$ cat config.mk
export PLATFORM = sky130hd
export DESIGN_NAME = complex_arith_unit
export DESIGN_NICKNAME = d
export VERILOG_FILES = /design/src/rtl/complex_arith_unit.sv
export SDC_FILE = /design/constraint.sdc
export NUM_CORES = 2
export LEC_CHECK = 0
export CAP_MARGIN = 20
export CORE_ASPECT_RATIO = 0.75
export CORE_MARGIN = 1.5
export CORE_UTILIZATION = 65
export DETAILED_ROUTE_END_ITERATION = 10
export HOLD_SLACK_MARGIN = 0.02
export PLACE_DENSITY = 0.83
export SLEW_MARGIN = 10
export SYNTH_ARGS = -nofsm -noshare
export SYNTH_HDL_FRONTEND = slang
export SYNTH_SLANG_ARGS = --single-unit
$ cat constraint.sdc
create_clock -name clk -period 22.5 [get_ports clk]
set_clock_uncertainty 0.2 [all_clocks]
set_input_delay 2.25 -clock clk [delete_from_list [all_inputs] [get_ports clk]]
set_output_delay 2.25 -clock clk [all_outputs]
set_load 0.02 [all_outputs]
$ cat src/rtl/complex_arith_unit.sv
// Single-cycle complex add/sub/multiply with per-component saturation.
// Fixed-point multiply rescales by FRAC bits (floor) before saturating to W bits.
module complex_arith_unit #(
   parameter int W    = 16,
   parameter int FRAC = 15
) (
   input  logic         clk,
   input  logic         rst,
   input  logic         in_valid,
   input  logic [1:0]   op,
   input  logic [W-1:0] a_re,
   input  logic [W-1:0] a_im,
   input  logic [W-1:0] b_re,
   input  logic [W-1:0] b_im,
   output logic         out_valid,
   output logic [W-1:0] out_re,
   output logic [W-1:0] out_im,
   output logic         ovf
);

   localparam int PW = 2*W + 1;
   localparam logic [W-1:0] MAX_VAL = {1'b0, {(W-1){1'b1}}};
   localparam logic [W-1:0] MIN_VAL = {1'b1, {(W-1){1'b0}}};

   typedef enum logic [1:0] {
      OP_ADD  = 2'b00,
      OP_SUB  = 2'b01,
      OP_MUL  = 2'b10,
      OP_RSVD = 2'b11
   } op_t;

   // Result packing for both helpers: bit W is the saturation flag, bits W-1:0 the value.
   function automatic logic [W:0] sat_short(input logic [W:0] v);
      if (v[W] != v[W-1])
         sat_short = {1'b1, (v[W] ? MIN_VAL : MAX_VAL)};
      else
         sat_short = {1'b0, v[W-1:0]};
   endfunction

   function automatic logic [W:0] sat_long(input logic [PW-1:0] v);
      if (v[PW-1:W-1] != {(PW-W+1){v[PW-1]}})
         sat_long = {1'b1, (v[PW-1] ? MIN_VAL : MAX_VAL)};
      else
         sat_long = {1'b0, v[W-1:0]};
   endfunction

   logic [W:0] add_re, add_im, sub_re, sub_im;

   assign add_re = {a_re[W-1], a_re} + {b_re[W-1], b_re};
   assign add_im = {a_im[W-1], a_im} + {b_im[W-1], b_im};
   assign sub_re = {a_re[W-1], a_re} - {b_re[W-1], b_re};
   assign sub_im = {a_im[W-1], a_im} - {b_im[W-1], b_im};

   // Operands widened to 2W so every product is exact before the 2W+1 bit sums.
   logic signed [2*W-1:0] a_re_x, a_im_x, b_re_x, b_im_x;
   logic signed [2*W-1:0] p_rr, p_ii, p_ri, p_ir;
   logic signed [PW-1:0]  mul_re, mul_im, mul_re_sh, mul_im_sh;

   assign a_re_x = {{W{a_re[W-1]}}, a_re};
   assign a_im_x = {{W{a_im[W-1]}}, a_im};
   assign b_re_x = {{W{b_re[W-1]}}, b_re};
   assign b_im_x = {{W{b_im[W-1]}}, b_im};

   assign p_rr = a_re_x * b_re_x;
   assign p_ii = a_im_x * b_im_x;
   assign p_ri = a_re_x * b_im_x;
   assign p_ir = a_im_x * b_re_x;

   assign mul_re = {p_rr[2*W-1], p_rr} - {p_ii[2*W-1], p_ii};
   assign mul_im = {p_ri[2*W-1], p_ri} + {p_ir[2*W-1], p_ir};

   assign mul_re_sh = mul_re >>> FRAC;
   assign mul_im_sh = mul_im >>> FRAC;

   logic [W:0] res_re, res_im;

   always_comb begin
      res_re = '0;
      res_im = '0;
      case (op_t'(op))
         OP_ADD: begin
            res_re = sat_short(add_re);
            res_im = sat_short(add_im);
         end
         OP_SUB: begin
            res_re = sat_short(sub_re);
            res_im = sat_short(sub_im);
         end
         OP_MUL: begin
            res_re = sat_long(mul_re_sh);
            res_im = sat_long(mul_im_sh);
         end
         default: begin
            res_re = '0;
            res_im = '0;
         end
      endcase
   end

   // Data outputs only update on valid cycles so the last result stays visible.
   always_ff @(posedge clk) begin
      if (rst) begin
         out_valid <= 1'b0;
         out_re    <= '0;
         out_im    <= '0;
         ovf       <= 1'b0;
      end else begin
         out_valid <= in_valid;
         if (in_valid) begin
            out_re <= res_re[W-1:0];
            out_im <= res_im[W-1:0];
            ovf    <= res_re[W] | res_im[W];
         end
      end
   end

endmodule

; Word level (Yosys, flattened, before mapping)
; Cells that the tools add are included.
[totals]
ff_bits = 34
output_inout_bits = 34
[op_classes]
bitwise = 1
add_sub_neg = 6
n_mux = 14
eq_ne = 8
n_reduce_logical = 1
mul = 4
[op_table]
columns = op, n
row1 = 16-bit by 16-bit multiplier with 32-bit output, 4
row2 = 17-bit 2-to-1 mux, 6
row3 = 17-bit case mux with 3 select lines, 2
row4 = 16-bit 2-to-1 mux, 6
row5 = 16-bit by 16-bit adder with 17-bit output, 2
row6 = 16-bit by 16-bit subtractor with 17-bit output, 2
row7 = 32-bit by 32-bit adder with 33-bit output, 1
row8 = 32-bit by 32-bit subtractor with 33-bit output, 1
row9 = 1-bit inequality test, 4
row10 = 2-bit inequality test, 2
row11 = "2-bit by 1-bit equality test with 1-bit output, second input constant", 1
row12 = "2-bit equality test, second input constant", 1
row13 = 2-bit logical NOT, 1
row14 = 1-bit bitwise OR, 1

; Depth between registers and ports, before layout
[depth]
depth_word = 6
ltp_mapped = 32
ltp_nobuf = 29

; Worst setup path before layout
; No wires, ideal clock.
[synth_path]
kind = input-to-reg
start = input port b_re[1]
end = register out_im[12]
t_arrival_ns = 10.015
required_ns = 22.205
n_path_buf = 2
setup_time_ns = 0.095
cell_stages = 27
path_slack_ns = 12.189
cell_sequence = clkbuf_1 > clkbuf_1 > nand2_1 > fa_1 > inv_1 > fa_1 > inv_1 > fa_1 > fa_1 > inv_1 > fa_1 > inv_1 > fa_1 > fa_1 > fa_1 > inv_1 > ha_1 > nand4_1 > nor2_1 > a211o_1 > a221oi_4 > nor2b_1 > or4b_4 > xnor2_4 > mux2i_2 > o21ai_0 > a221oi_1
[synth_between]
elab_chain_len = 5
elab_cells_between_ends = 6
[synth_rtl]
columns = element, line_no
row1 = "start, declared", 13  ; input logic [W-1:0] b_re,
row2 = 16-bit by 16-bit multiplier with 32-bit output (*), 67  ; assign p_ir = a_im_x * b_re_x;
row3 = 32-bit by 32-bit adder with 33-bit output (*), 70  ; assign mul_im = {p_ri[2*W-1], p_ri} + {p_ir[2*W-1], p_ir};
row4 = 2-bit inequality test or 16-bit 2-to-1 mux (tied branches), "41, 42"
row5 = 17-bit 2-to-1 mux (*), 41  ; if (v[PW-1:W-1] != {(PW-W+1){v[PW-1]}})
row6 = 17-bit case mux with 3 select lines (*), 80  ; case (op_t'(op))
row7 = "end signal, assigned", 111  ; out_im <= res_im[W-1:0];
row8 = "end, declared", 17  ; output logic [W-1:0] out_im,
; Every way passes the cells marked *; elsewhere a longest branch is shown, timed or not.
; A chain may end at the register's enable or synchronous reset.

; Final worst setup path
[layout_path]
start = input port a_re[15]
end = register out_re[1]
[layout_between]
elab_chain_len = 5
elab_cells_between_ends = 14
[layout_rtl]
columns = element, line_no
row1 = "start, declared", 11  ; input logic [W-1:0] a_re,
row2 = 16-bit by 16-bit multiplier with 32-bit output, 64  ; assign p_rr = a_re_x * b_re_x;
row3 = 32-bit by 32-bit subtractor with 33-bit output, 69  ; assign mul_re = {p_rr[2*W-1], p_rr} - {p_ii[2*W-1], p_ii};
row4 = 2-bit inequality test or 16-bit 2-to-1 mux (tied branches), "41, 42"
row5 = 17-bit 2-to-1 mux, 41
row6 = 17-bit case mux with 3 select lines (*), 80
row7 = "end signal, assigned", 110  ; out_re <= res_re[W-1:0];
row8 = "end, declared", 16  ; output logic [W-1:0] out_re,
; Marks and branches as above.

==> out/metrics.cfg <==
[global_routing]
grtUsageTotal = 0.3927
grt_max_degree = 36
grt_pass1_wl_mm = 208.2
antenna_found_initial = 2
grt_pass1_vias = 36720
overflow = 0

[die]
num_io_pins = 103
core.rowCount = 83
die_w_um = 305.7
die-area_um2 = 70310
start_util = 0.6546
fp.dieH_um = 230.0
core_area_um2 = 68230

[clocking]
cts_resized = 0
h-tree-depth = 2
cts_root_buffer = clkbuf_16
insertion_delay_ns = 0.30
clkSinkCount = 34
numCtsBuffers = 5
cts_tree = built
cts_buffer_depth = 2
post_cts_buffers = 0
postCtsHoldBufs = 0
clk_pin_slew_worst_paths_ns = 0.07

[synth]
synth.top_cell.area_share = 0.5271
synthArstFlopShare = 0
syn_avg_cell_area_um2 = 9.050
synth_edf_count = 0
synth.net_count = 6555
ys_ff_latch = 34
yosys-top-cells-count = inv_1 (1343), fa_1 (1176), nand2_1 (508)
synthFlopType = dfxtp_1
synth_area_leaders = fa_1 (53%), inv_1 (11%), ha_1 (11%)
syn_area_um2 = 44660
yosysSeqAreaShare = 0.01524
synthCells = 4935
yosysMostFrequentCell = inv_1
synth_top_area_cell = fa_1
synth_warnings = 0
synth_cell_types = 77

[setup_path]
worst_setup_path_start_kind = input port
worstPathRequired_ns = 22.55
slowest_delay_ns = 0.87
critical_path_class = in -> reg
endpoint_kind = flip-flop
crit_fanout = 19
path_common_cell = fa_1
slowest_stage = clkinv_1
worstPathArrival_ns = 12.31

[place]
place.gp.congestion = 0.9777
post-dp-hpwl_mm = 101.8
io_buffer_count = 102
place_ws_ns = 10.09

[final_layout]
syn_to_final_growth_pct = 4.460
drive_gt1_frac = 0.02065
fin_nets = 6509
fill_cells = 5204

[detailed_routing]
wire_per_inst_um = 22.62
vias = 33860
routed_wl_mm = 130.9
ant_nets = 0
drc_errors = 0
routed_via_density = 5.852
drt_iter0_drc = 3683
drtPass1Iterations = 7

[timing]
rsz0062_at_grt = false
fin_crit_sh = 0.5448
setup-tns-final_ns = 0
hold_viol_final = 0
worst_pin_slew_ns = 1.032
drv_slew = 0
fin_ws_ns = 10.24
relSlewSlack = 0.3077
max_freq_mhz = 81.58
setup_viol = 0
finalCriticalPeriod_ns = 12.26

[status]
outcome = finished clean

[run]
drv_cap = 0

[min_path]
min_path_type = reg -> reg

[metrics by stage]
stage / hold slack, ns / utilization / cells / cell area [µm²]
after CTS: 0.2981 / 0.6833 / 5781 / 46620
after floorplan: 0.3390 / - / 4935 / 44660
after detailed placement: 0.2748 / 0.6809 / 5773 / 46450
after global placement: 0.2821 / 0.6809 / 5773 / 46450
final: 0.2999 / 0.6838 / 5785 / 46650
after global routing: 0.3248 / 0.6837 / 5782 / 46650
[flip-flops by register name (all words and copies together) (netlist names)]
name       flops
out_re        16
out_valid      1
ovf            1
out_im        16
[critical path: cells and delay by family]
| family | cells | cell delay (ns) |
|---|---|---|
| adders and majority gates | 9 | 4.48 |
| buffers and inverters | 7 | 2.25 |
| AOI/OAI and AO/OA | 7 | 1.59 |
| and+or+nand+nor | 3 | 1.19 |
| xor gates and xnor gates | 1 | 0.49 |
[cell type report]
class	instances	area, µm²	area share
inverter	1347	5056	0.1084
antenna	3	7.507	0.0001609
multi-input combinational	3325	38040	0.8153
timing repair buffer	176	1592	0.03411
clock buffer	5	125.1	0.002682
tap	892	1116	0.02392
clock inverter	3	40.04	0.0008582
sequential	34	680.7	0.01459
[cell families (layout without fill, tap and decap cells)]
kind of cell / after synthesis / in the layout / synth area share
flip-flops: 34 / 34 / 0.01524
other: 0 / 3 / 0
multiplexers: 4 / 4 / 0.0009805
AND/OR/NAND/NOR: 1268 / 1268 / 0.1379
XOR/XNOR: 128 / 128 / 0.02552
AO/OA/AOI/OAI: 374 / 374 / 0.05499
buffers and inverters: 1576 / 1531 / 0.1332
adder cells (fa/ha/maj): 1551 / 1551 / 0.6322
[routing by layer]
metal  vias up  global-route usage  routed length (µm)
met2      2208              0.5689               54860
met4         4              0.1528                6372
met5         -            0.004788                  21
li1      14200                   -                   -
met3       388              0.1331               19140
met1     17060              0.5471               50480
[layout by cell type (no fill, tap or decap), types with 6 or more instances in the layout]
master	Yosys	layout
ha_1	375	375
nor2b_1	11	11
nor3_1	31	31
a221oi_1	8	8
xnor2_1	102	102
dfxtp_1	34	34
o2111ai_1	6	6
o211ai_1	7	7
a221o_1	17	17
a211oi_1	12	12
o21a_1	15	15
and3_1	10	10
nor2_1	192	191
a31oi_1	20	20
nand2_1	508	508
a21o_1	29	29
o31ai_1	8	8
o21bai_1	12	12
o21ai_0	102	102
fa_1	1176	1176
inv_1	1343	1343
nand2b_1	39	39
a21oi_1	85	85
nand3_1	16	16
xor2_1	25	25
buf_4	0	73
or3_1	6	6
and2_1	427	427
nand4_1	10	10
clkdlybuf4s50_1	0	101
[final timing paths]
check	end	startpoint	cells after the start	slack, ns
worst max-delay path	out_re[1]$_SDFFE_PP0P_	a_re[15]	27	10.24
worst min-delay path	out_re[11]$_SDFFE_PP0P_	out_re[11]$_SDFFE_PP0P_	1	0.30
worst min register to register	out_re[11]$_SDFFE_PP0P_	out_re[11]$_SDFFE_PP0P_	1	0.30
worst max register to register	out_im[1]$_SDFFE_PP0P_	out_im[1]$_SDFFE_PP0P_	3	21.10
Power is left out: the tool's default activity adds up to more than one toggle a clock period on the data nets, which glitch-free logic cannot reach.
